--- config.mk ---
export PLATFORM = sky130hd
export DESIGN_NAME = arbitro_escritura_reg_4b
export DESIGN_NICKNAME = d
export VERILOG_FILES = /design/src/rtl/arbitro_escritura_reg_4b.sv
export SDC_FILE = /design/constraint.sdc
export NUM_CORES = 1
export LEC_CHECK = 0
export BUFFER_PORTS_ARGS = -buffer_cell sky130_fd_sc_hd__buf_2
export CAP_MARGIN = 10
export CORE_MARGIN = 3
export CORE_UTILIZATION = 43
export DETAILED_ROUTE_END_ITERATION = 8
export MAX_ROUTING_LAYER = met4
export PLACE_DENSITY = 0.72
export SKIP_LAST_GASP = 1
export SLEW_MARGIN = 20
export SYNTH_ARGS = -nofsm -noshare
export SYNTH_HDL_FRONTEND = slang
export SYNTH_SLANG_ARGS = --single-unit
--- constraint.sdc ---
create_clock -name clk -period 1.6 [get_ports clk]
set_input_delay 0.16 -clock clk [delete_from_list [all_inputs] [get_ports clk]]
set_output_delay 0.16 -clock clk [all_outputs]
set_load 0.005 [all_outputs]
--- src/rtl/arbitro_escritura_reg_4b.sv ---
// Round-robin write-port arbiter/sequencer for a W-bit parallel register.
// Define ARB_FIXED_PRIO_EN for fixed lowest-index priority instead of round-robin.
module arbitro_escritura_reg_4b #(
    parameter int N_REQ = 4,
    parameter int W     = 4
) (
    input  logic                       clk,
    input  logic                       rst,
    input  logic [N_REQ-1:0]           req,
    input  logic [N_REQ*W-1:0]         req_d,
    output logic [N_REQ-1:0]           gnt,
    output logic [N_REQ-1:0]           ack,
    output logic                       reg_en,
    output logic [W-1:0]               reg_d,
    output logic [$clog2(N_REQ)-1:0]   owner,
    output logic                       busy
);

    localparam int PW = $clog2(N_REQ);

    typedef enum logic [1:0] {
        S_IDLE,
        S_GRANT,
        S_WRITE,
        S_ACK
    } state_t;

    state_t            state_q, state_d;
    logic [PW-1:0]     win_q, win_d;
    logic [N_REQ-1:0]  gnt_q, gnt_d;
    logic [N_REQ-1:0]  ack_q, ack_d;
    logic              reg_en_q, reg_en_d;
    logic [W-1:0]      reg_d_q, reg_d_d;
    logic [PW-1:0]     owner_q, owner_d;
    logic              busy_q, busy_d;
`ifndef ARB_FIXED_PRIO_EN
    logic [PW-1:0]     ptr_q, ptr_d;
`endif

    logic              found;
    logic [PW-1:0]     sel;
    int                start;
    int                idx;

    function automatic logic [N_REQ-1:0] onehot(input logic [PW-1:0] i);
        return N_REQ'(1) << i;
    endfunction

`ifndef ARB_FIXED_PRIO_EN
    function automatic logic [PW-1:0] next_ptr(input logic [PW-1:0] i);
        int n;
        n = int'(i) + 1;
        if (n >= N_REQ) n = 0;
        return PW'(n);
    endfunction
`endif

    // Winner search: first set request at or after the start index, wrapping at N_REQ-1.
    always_comb begin
        found = 1'b0;
        sel   = '0;
        idx   = 0;
`ifdef ARB_FIXED_PRIO_EN
        start = 0;
`else
        start = int'(ptr_q);
`endif
        for (int k = 0; k < N_REQ; k++) begin
            idx = start + k;
            if (idx >= N_REQ) idx = idx - N_REQ;
            if (!found && req[idx]) begin
                found = 1'b1;
                sel   = PW'(idx);
            end
        end
    end

    always_comb begin
        state_d  = state_q;
        win_d    = win_q;
        gnt_d    = gnt_q;
        ack_d    = '0;
        reg_en_d = 1'b0;
        reg_d_d  = reg_d_q;
        owner_d  = owner_q;
`ifndef ARB_FIXED_PRIO_EN
        ptr_d    = ptr_q;
`endif
        case (state_q)
            S_IDLE: begin
                if (found) begin
                    win_d   = sel;
                    gnt_d   = onehot(sel);
                    state_d = S_GRANT;
                end
            end
            S_GRANT: begin
                // Data is captured straight into the output register; it is then frozen.
                if (req[win_q]) begin
                    reg_d_d  = req_d[int'(win_q)*W +: W];
                    reg_en_d = 1'b1;
                    state_d  = S_WRITE;
                end else begin
                    gnt_d   = '0;
                    state_d = S_IDLE;
                end
            end
            S_WRITE: begin
                ack_d   = gnt_q;
                state_d = S_ACK;
            end
            S_ACK: begin
                owner_d = win_q;
`ifndef ARB_FIXED_PRIO_EN
                ptr_d   = next_ptr(win_q);
`endif
                gnt_d   = '0;
                state_d = S_IDLE;
            end
            default: begin
                gnt_d   = '0;
                state_d = S_IDLE;
            end
        endcase
        busy_d = (state_d != S_IDLE);
    end

    always_ff @(posedge clk or negedge rst) begin
        if (!rst) begin
            state_q  <= S_IDLE;
            win_q    <= '0;
            gnt_q    <= '0;
            ack_q    <= '0;
            reg_en_q <= 1'b0;
            reg_d_q  <= '0;
            owner_q  <= '0;
            busy_q   <= 1'b0;
`ifndef ARB_FIXED_PRIO_EN
            ptr_q    <= '0;
`endif
        end else begin
            state_q  <= state_d;
            win_q    <= win_d;
            gnt_q    <= gnt_d;
            ack_q    <= ack_d;
            reg_en_q <= reg_en_d;
            reg_d_q  <= reg_d_d;
            owner_q  <= owner_d;
            busy_q   <= busy_d;
`ifndef ARB_FIXED_PRIO_EN
            ptr_q    <= ptr_d;
`endif
        end
    end

    assign gnt    = gnt_q;
    assign ack    = ack_q;
    assign reg_en = reg_en_q;
    assign reg_d  = reg_d_q;
    assign owner  = owner_q;
    assign busy   = busy_q;

endmodule

### After elaboration in Yosys (flattened, before gate mapping)

Cells that the tools add are included.

| storage, ports and cells | value |
|---|---|
| logic and storage cells | 82 |
| output and inout bits | 16 |
| input bits | 22 |
| register bits | 22 |

| operators by class | value |
|---|---|
| add/subtract/negate cells | 8 |
| order comparisons | 10 |
| reduce and logical (&&, ||, !) cells | 12 |
| shift operators | 2 |
| mux-type cells | 36 |
| equality and inequality tests | 5 |

Operators with widths:

| kind | number |
|---|---|
| $lt A32 B4 Y1 const B | 4 |
| $mux W32 | 4 |
| $shiftx A16 B5 Y4 | 1 |
| $mux W1 | 15 |
| $mux W2 | 7 |
| $ge A3 B3 Y1 const B | 4 |
| $mux W4 | 3 |
| $pmux W4 S3 | 1 |
| $sub A3 B3 Y4 const B | 3 |
| $bmux W1 S2 | 5 |
| $pmux W2 S4 | 1 |
| $add A2 B1 Y3 const B | 2 |
| $add A2 B2 Y3 const B | 2 |
| $eq A2 B2 Y1 const B | 2 |
| $ne A2 B2 Y1 const B | 2 |
| $reduce_and A2 Y1 | 2 |
| $shl A1 B2 Y4 const A | 1 |
| $sub A2 B3 Y4 const B | 1 |
| $ge A2 B3 Y1 const B | 1 |
| $logic_and A1 B1 Y1 | 3 |
| $logic_not A1 Y1 | 3 |
| $lt A2 B3 Y1 const B | 1 |
| $reduce_and A3 Y1 | 1 |
| $reduce_bool A3 Y1 | 1 |
| other kinds (3) | 3 |

### Longest topological paths before layout

| logic depth | value |
|---|---|
| depth after elaboration | 18 |
| mapped depth | 6 |

### Worst setup path after synthesis

No wires, ideal clock.

| timing | value |
|---|---|
| path type | register -> register |
| start | register win_q[1] |
| end | register reg_d_q[0], in the netlist reg_d[0] |
| cell stages (with the launch flop) | 6 |
| path buffers | 2 |
| path slack | 77 ps |
| arrival time | 1,398 ps |
| required time | 1,475 ps |
| path through | dfrtp_1 buf_6 a211o_1 and3_1 buf_6 mux2_4 |

| on the way | value |
|---|---|
| cells in the longest elaborated chain, start to end | 3 |
| elaborated cells on any way between the ends | 4 |
| classes of those cells | shift (1); mux (2); reduce/logical (1) |

Ends and longest elaborated chain:

| what | line | source |
|---|---|---|
| start: declaration | 29 | `logic [PW-1:0] win_q, win_d;` |
| start signal: assignment | 143 | `win_q <= win_d;` |
| branches (longest 3 deep; another with $shiftx A16 B5 Y4) | -- |  |
| end signal: assignment | 147 | `reg_d_q <= reg_d_d;` |
| end: declaration | 33 | `logic [W-1:0] reg_d_q, reg_d_d;` |

Parallel ways; which one is timed is not known. The select of a mux whose other input is x is not followed.
A chain may end at the register's enable or synchronous reset.

### Worst setup path in the final report

| timing | value |
|---|---|
| start | register win_q[1] |
| end | register reg_d_q[3], in the netlist reg_d[3] |

Same word-level chain as after synthesis.

==> metrics.txt <==
status finished clean; Clk Latency, worst-skew pair 0.31 ns; CORE AREA 2300 um2; nature of the critical path endpoint flip-flop; Longest Clk Path Bufs 2; Sw Share 32.3%; met3 global-route usage 2.78%; Seq/Total Area, Yosys 51.2%; crit-path max cell delay 0.46 ns; routed wire length 2170 um; ratio of final minimum period to clock period 95.6%; Die H 56.0 um; WL/cell 14.0 um; largest area contributor in the netlist dfrtp_1; gr ovfl total 0; Fin Clk Skew 0.000766 ns; Worst path slowest cell dfrtp_1; worst slew pin tran 0.480 ns; layout cell share with drive strength beyond 1 45.7%; WS Path Type flip-flop to flip-flop; DR pass1 iterations 4; EDFF count, synth 0; slew margin rel. 68.0%; Reg power frac 40.5%; top-count cell post-synth dfrtp_1; reg2reg end reg_d[3]$_DFFE_PN0P_; DR vias 811; delay-heaviest family, CP multiplexers; final hold vios 0; DR iter-0 viols 20; crit path cell chain mux2i_1, a21oi_1, and3_2, mux2_4; total CTS buffers 3; final net count 151; antenna-violating nets left 0; clock power share 17.6%; clock sink count 22; setup_tns 0 ns; CTS tree built; syn nets 107; row cnt 17; crit path setup slack, layout 0.0705 ns; Crit Path Max Fanout 7; Hold Startpoint req_d[14]; Vias/cell 5.23; Avg Cell Area, Syn 12.8 um2; RePlAce Congestion 0.809; largest net degree at the start of global routing 23; Logic pwr share 41.9%; Top Usage Layer GRT met2; Max Slew Vio Count 0; Synth Cell Area 1070 um2; Total Power 2.41 mW; internal power 1.63 mW; final setup fails 0; WHS Path Cells 3; ys flop type dfrtp_1; GRT Util Overall 14.7%; Worst VDD drop 947 uV; initial antenna violation count 0; DRC 0; pre-CTS setup slack 0.00937 ns; P_sw 780 uW; Area Growth Syn to Fin 26.8%; Starting Density 46.8%; r2r startpoint win_q[1]$_DFFE_PN0P_; die area 3140 um2; Pwr Density 1770 nW/um2; Clock Tree Root clkbuf_4; max-cap violation count 0; met1 Use GR 18.4%; startpoint types flip-flop; Synthesis Warnings 0; Inserted Diodes 0; HP Class primary input to flip-flop; clock-pin slew on the worst setup and hold paths 0.12 ns; Final HPWL DP 1710 um; number of global-route vias before repair 758; I/O Buffers 37; synth unique cells 32; Buf/Inv on CP 0; RSZ-0062 raised after global routing no; CTS H-tree lvls 1; Arr. time, crit path 1.74 ns; #FFs+latches synth 22; internal reg-to-reg setup slack 0.07 ns; Critical Path RT 1.81 ns; largest cells by area after synthesis dfrtp_1, mux4_1, mux2_4; fmax 0.654 GHz; met2 global-route usage 23.5%; die width 56.0 um; Post-Syn Instances 84; Hold Crit Endpoint reg_d[2]$_DFFE_PN0P_; top cell type's share of synthesized area 51.2%; ys async rst share 100%; Synth top cells by count dfrtp_1, nand2_1, a21oi_1; Reg2Reg Depth 4; global-route wire length before repair 3490 um; fin crit period 1.53 ns; I/O pin cnt 38; Leakage 0.708 nW
-- through the flow --
stage          std cells  area, um2  hold WS [ns]  util (%)
6_report             155       1360         0.275      59.3
3_3_place_gp         150       1300         0.139      56.5
4_1_cts              155       1360         0.271      59.3
3_5_place_dp         150       1300         0.147      56.5
5_1_grt              155       1360         0.268      59.3
2_1_floorplan         84       1070        -0.136         -
-- logic make-up (layout without fill, tap and decap cells) --
logic type / after synthesis / after routing / share of synthesized area (%)
buffers and inverters: 6 / 49 / 3.61
multiplexers: 12 / 12 / 19.4
AND/OR/NAND/NOR: 25 / 25 / 12.2
adder cells (fa/ha/maj): 1 / 1 / 1.16
flip-flops: 22 / 22 / 51.2
AO/OA/AOI/OAI: 18 / 18 / 12.3
-- routing by layer --
metal	share of wire, %	up-vias
met4	1.4	0
met1	43	388
li1	-	395
met2	51	22
met3	4.9	6
met5	0	-
-- power groups by stage --
stage	combinational, mW	clock [mW]	sequential, mW
3_5_place_dp	1.02	0	0.993
3_3_place_gp	0.992	0	0.978
2_1_floorplan	0.731	0	0.937
4_1_cts	1.02	0.435	0.980
6_report	1.01	0.424	0.978
5_1_grt	1.11	0.453	1.02
-- flip-flops by register name (all words and copies together) (netlist names) --
register,count
ack,4
busy,1
gnt,4
owner,2
ptr_q,2
reg_d,4
reg_en,1
state_q,2
win_q,2
-- worst min-delay path: cells and delay by family --
family | cells | cell delay [ns]
mux | 2 | 0.33
buf+inv | 1 | 0.07
-- placed cells by master (no fill, tap or decap), types with 2 or more instances in the layout --
master / count
nand2_1: 7
mux2_2: 3
buf_4: 4
dfrtp_1: 21
inv_1: 3
mux4_1: 4
and2_1: 4
o21ai_0: 2
nor2_1: 4
or2_1: 2
o32ai_1: 2
a21oi_1: 5
a32o_1: 2
buf_2: 37
clkbuf_4: 3
mux2_4: 4
-- timing repair --
action	in CTS	in global routing
setup endpoints to repair	1	3
buffers inserted	0	0
resized for setup	1	1
hold buffers	1	0
hold endpoints to repair	22	0
-- layout make-up --
class	count	area, um2
fillers	202	935
flip-flops and latches	22	552
multi-input cells	56	487
repair buffers	42	225
well taps	28	35.0
clock inverters	1	30.0
clock buffers	3	22.5
inverters	3	11.3
-- worst max-delay path by stage --
stage / startpoint / endpoint / slack (ns) / cells after the start
global placement: win_q[1]$_DFFE_PN0P_ / reg_d[2]$_DFFE_PN0P_ / 0.08 / 4
CTS: win_q[0]$_DFFE_PN0P_ / reg_d[3]$_DFFE_PN0P_ / 0.02 / 2
global route: win_q[1]$_DFFE_PN0P_ / reg_d[0]$_DFFE_PN0P_ / 0.02 / 4
detailed placement: win_q[1]$_DFFE_PN0P_ / reg_d[3]$_DFFE_PN0P_ / 0.009 / 4
floorplan: win_q[1]$_DFFE_PN0P_ / reg_d[0]$_DFFE_PN0P_ / 0.08 / 5
finish: win_q[1]$_DFFE_PN0P_ / reg_d[3]$_DFFE_PN0P_ / 0.07 / 4
(Power assumes the default switching activity.)
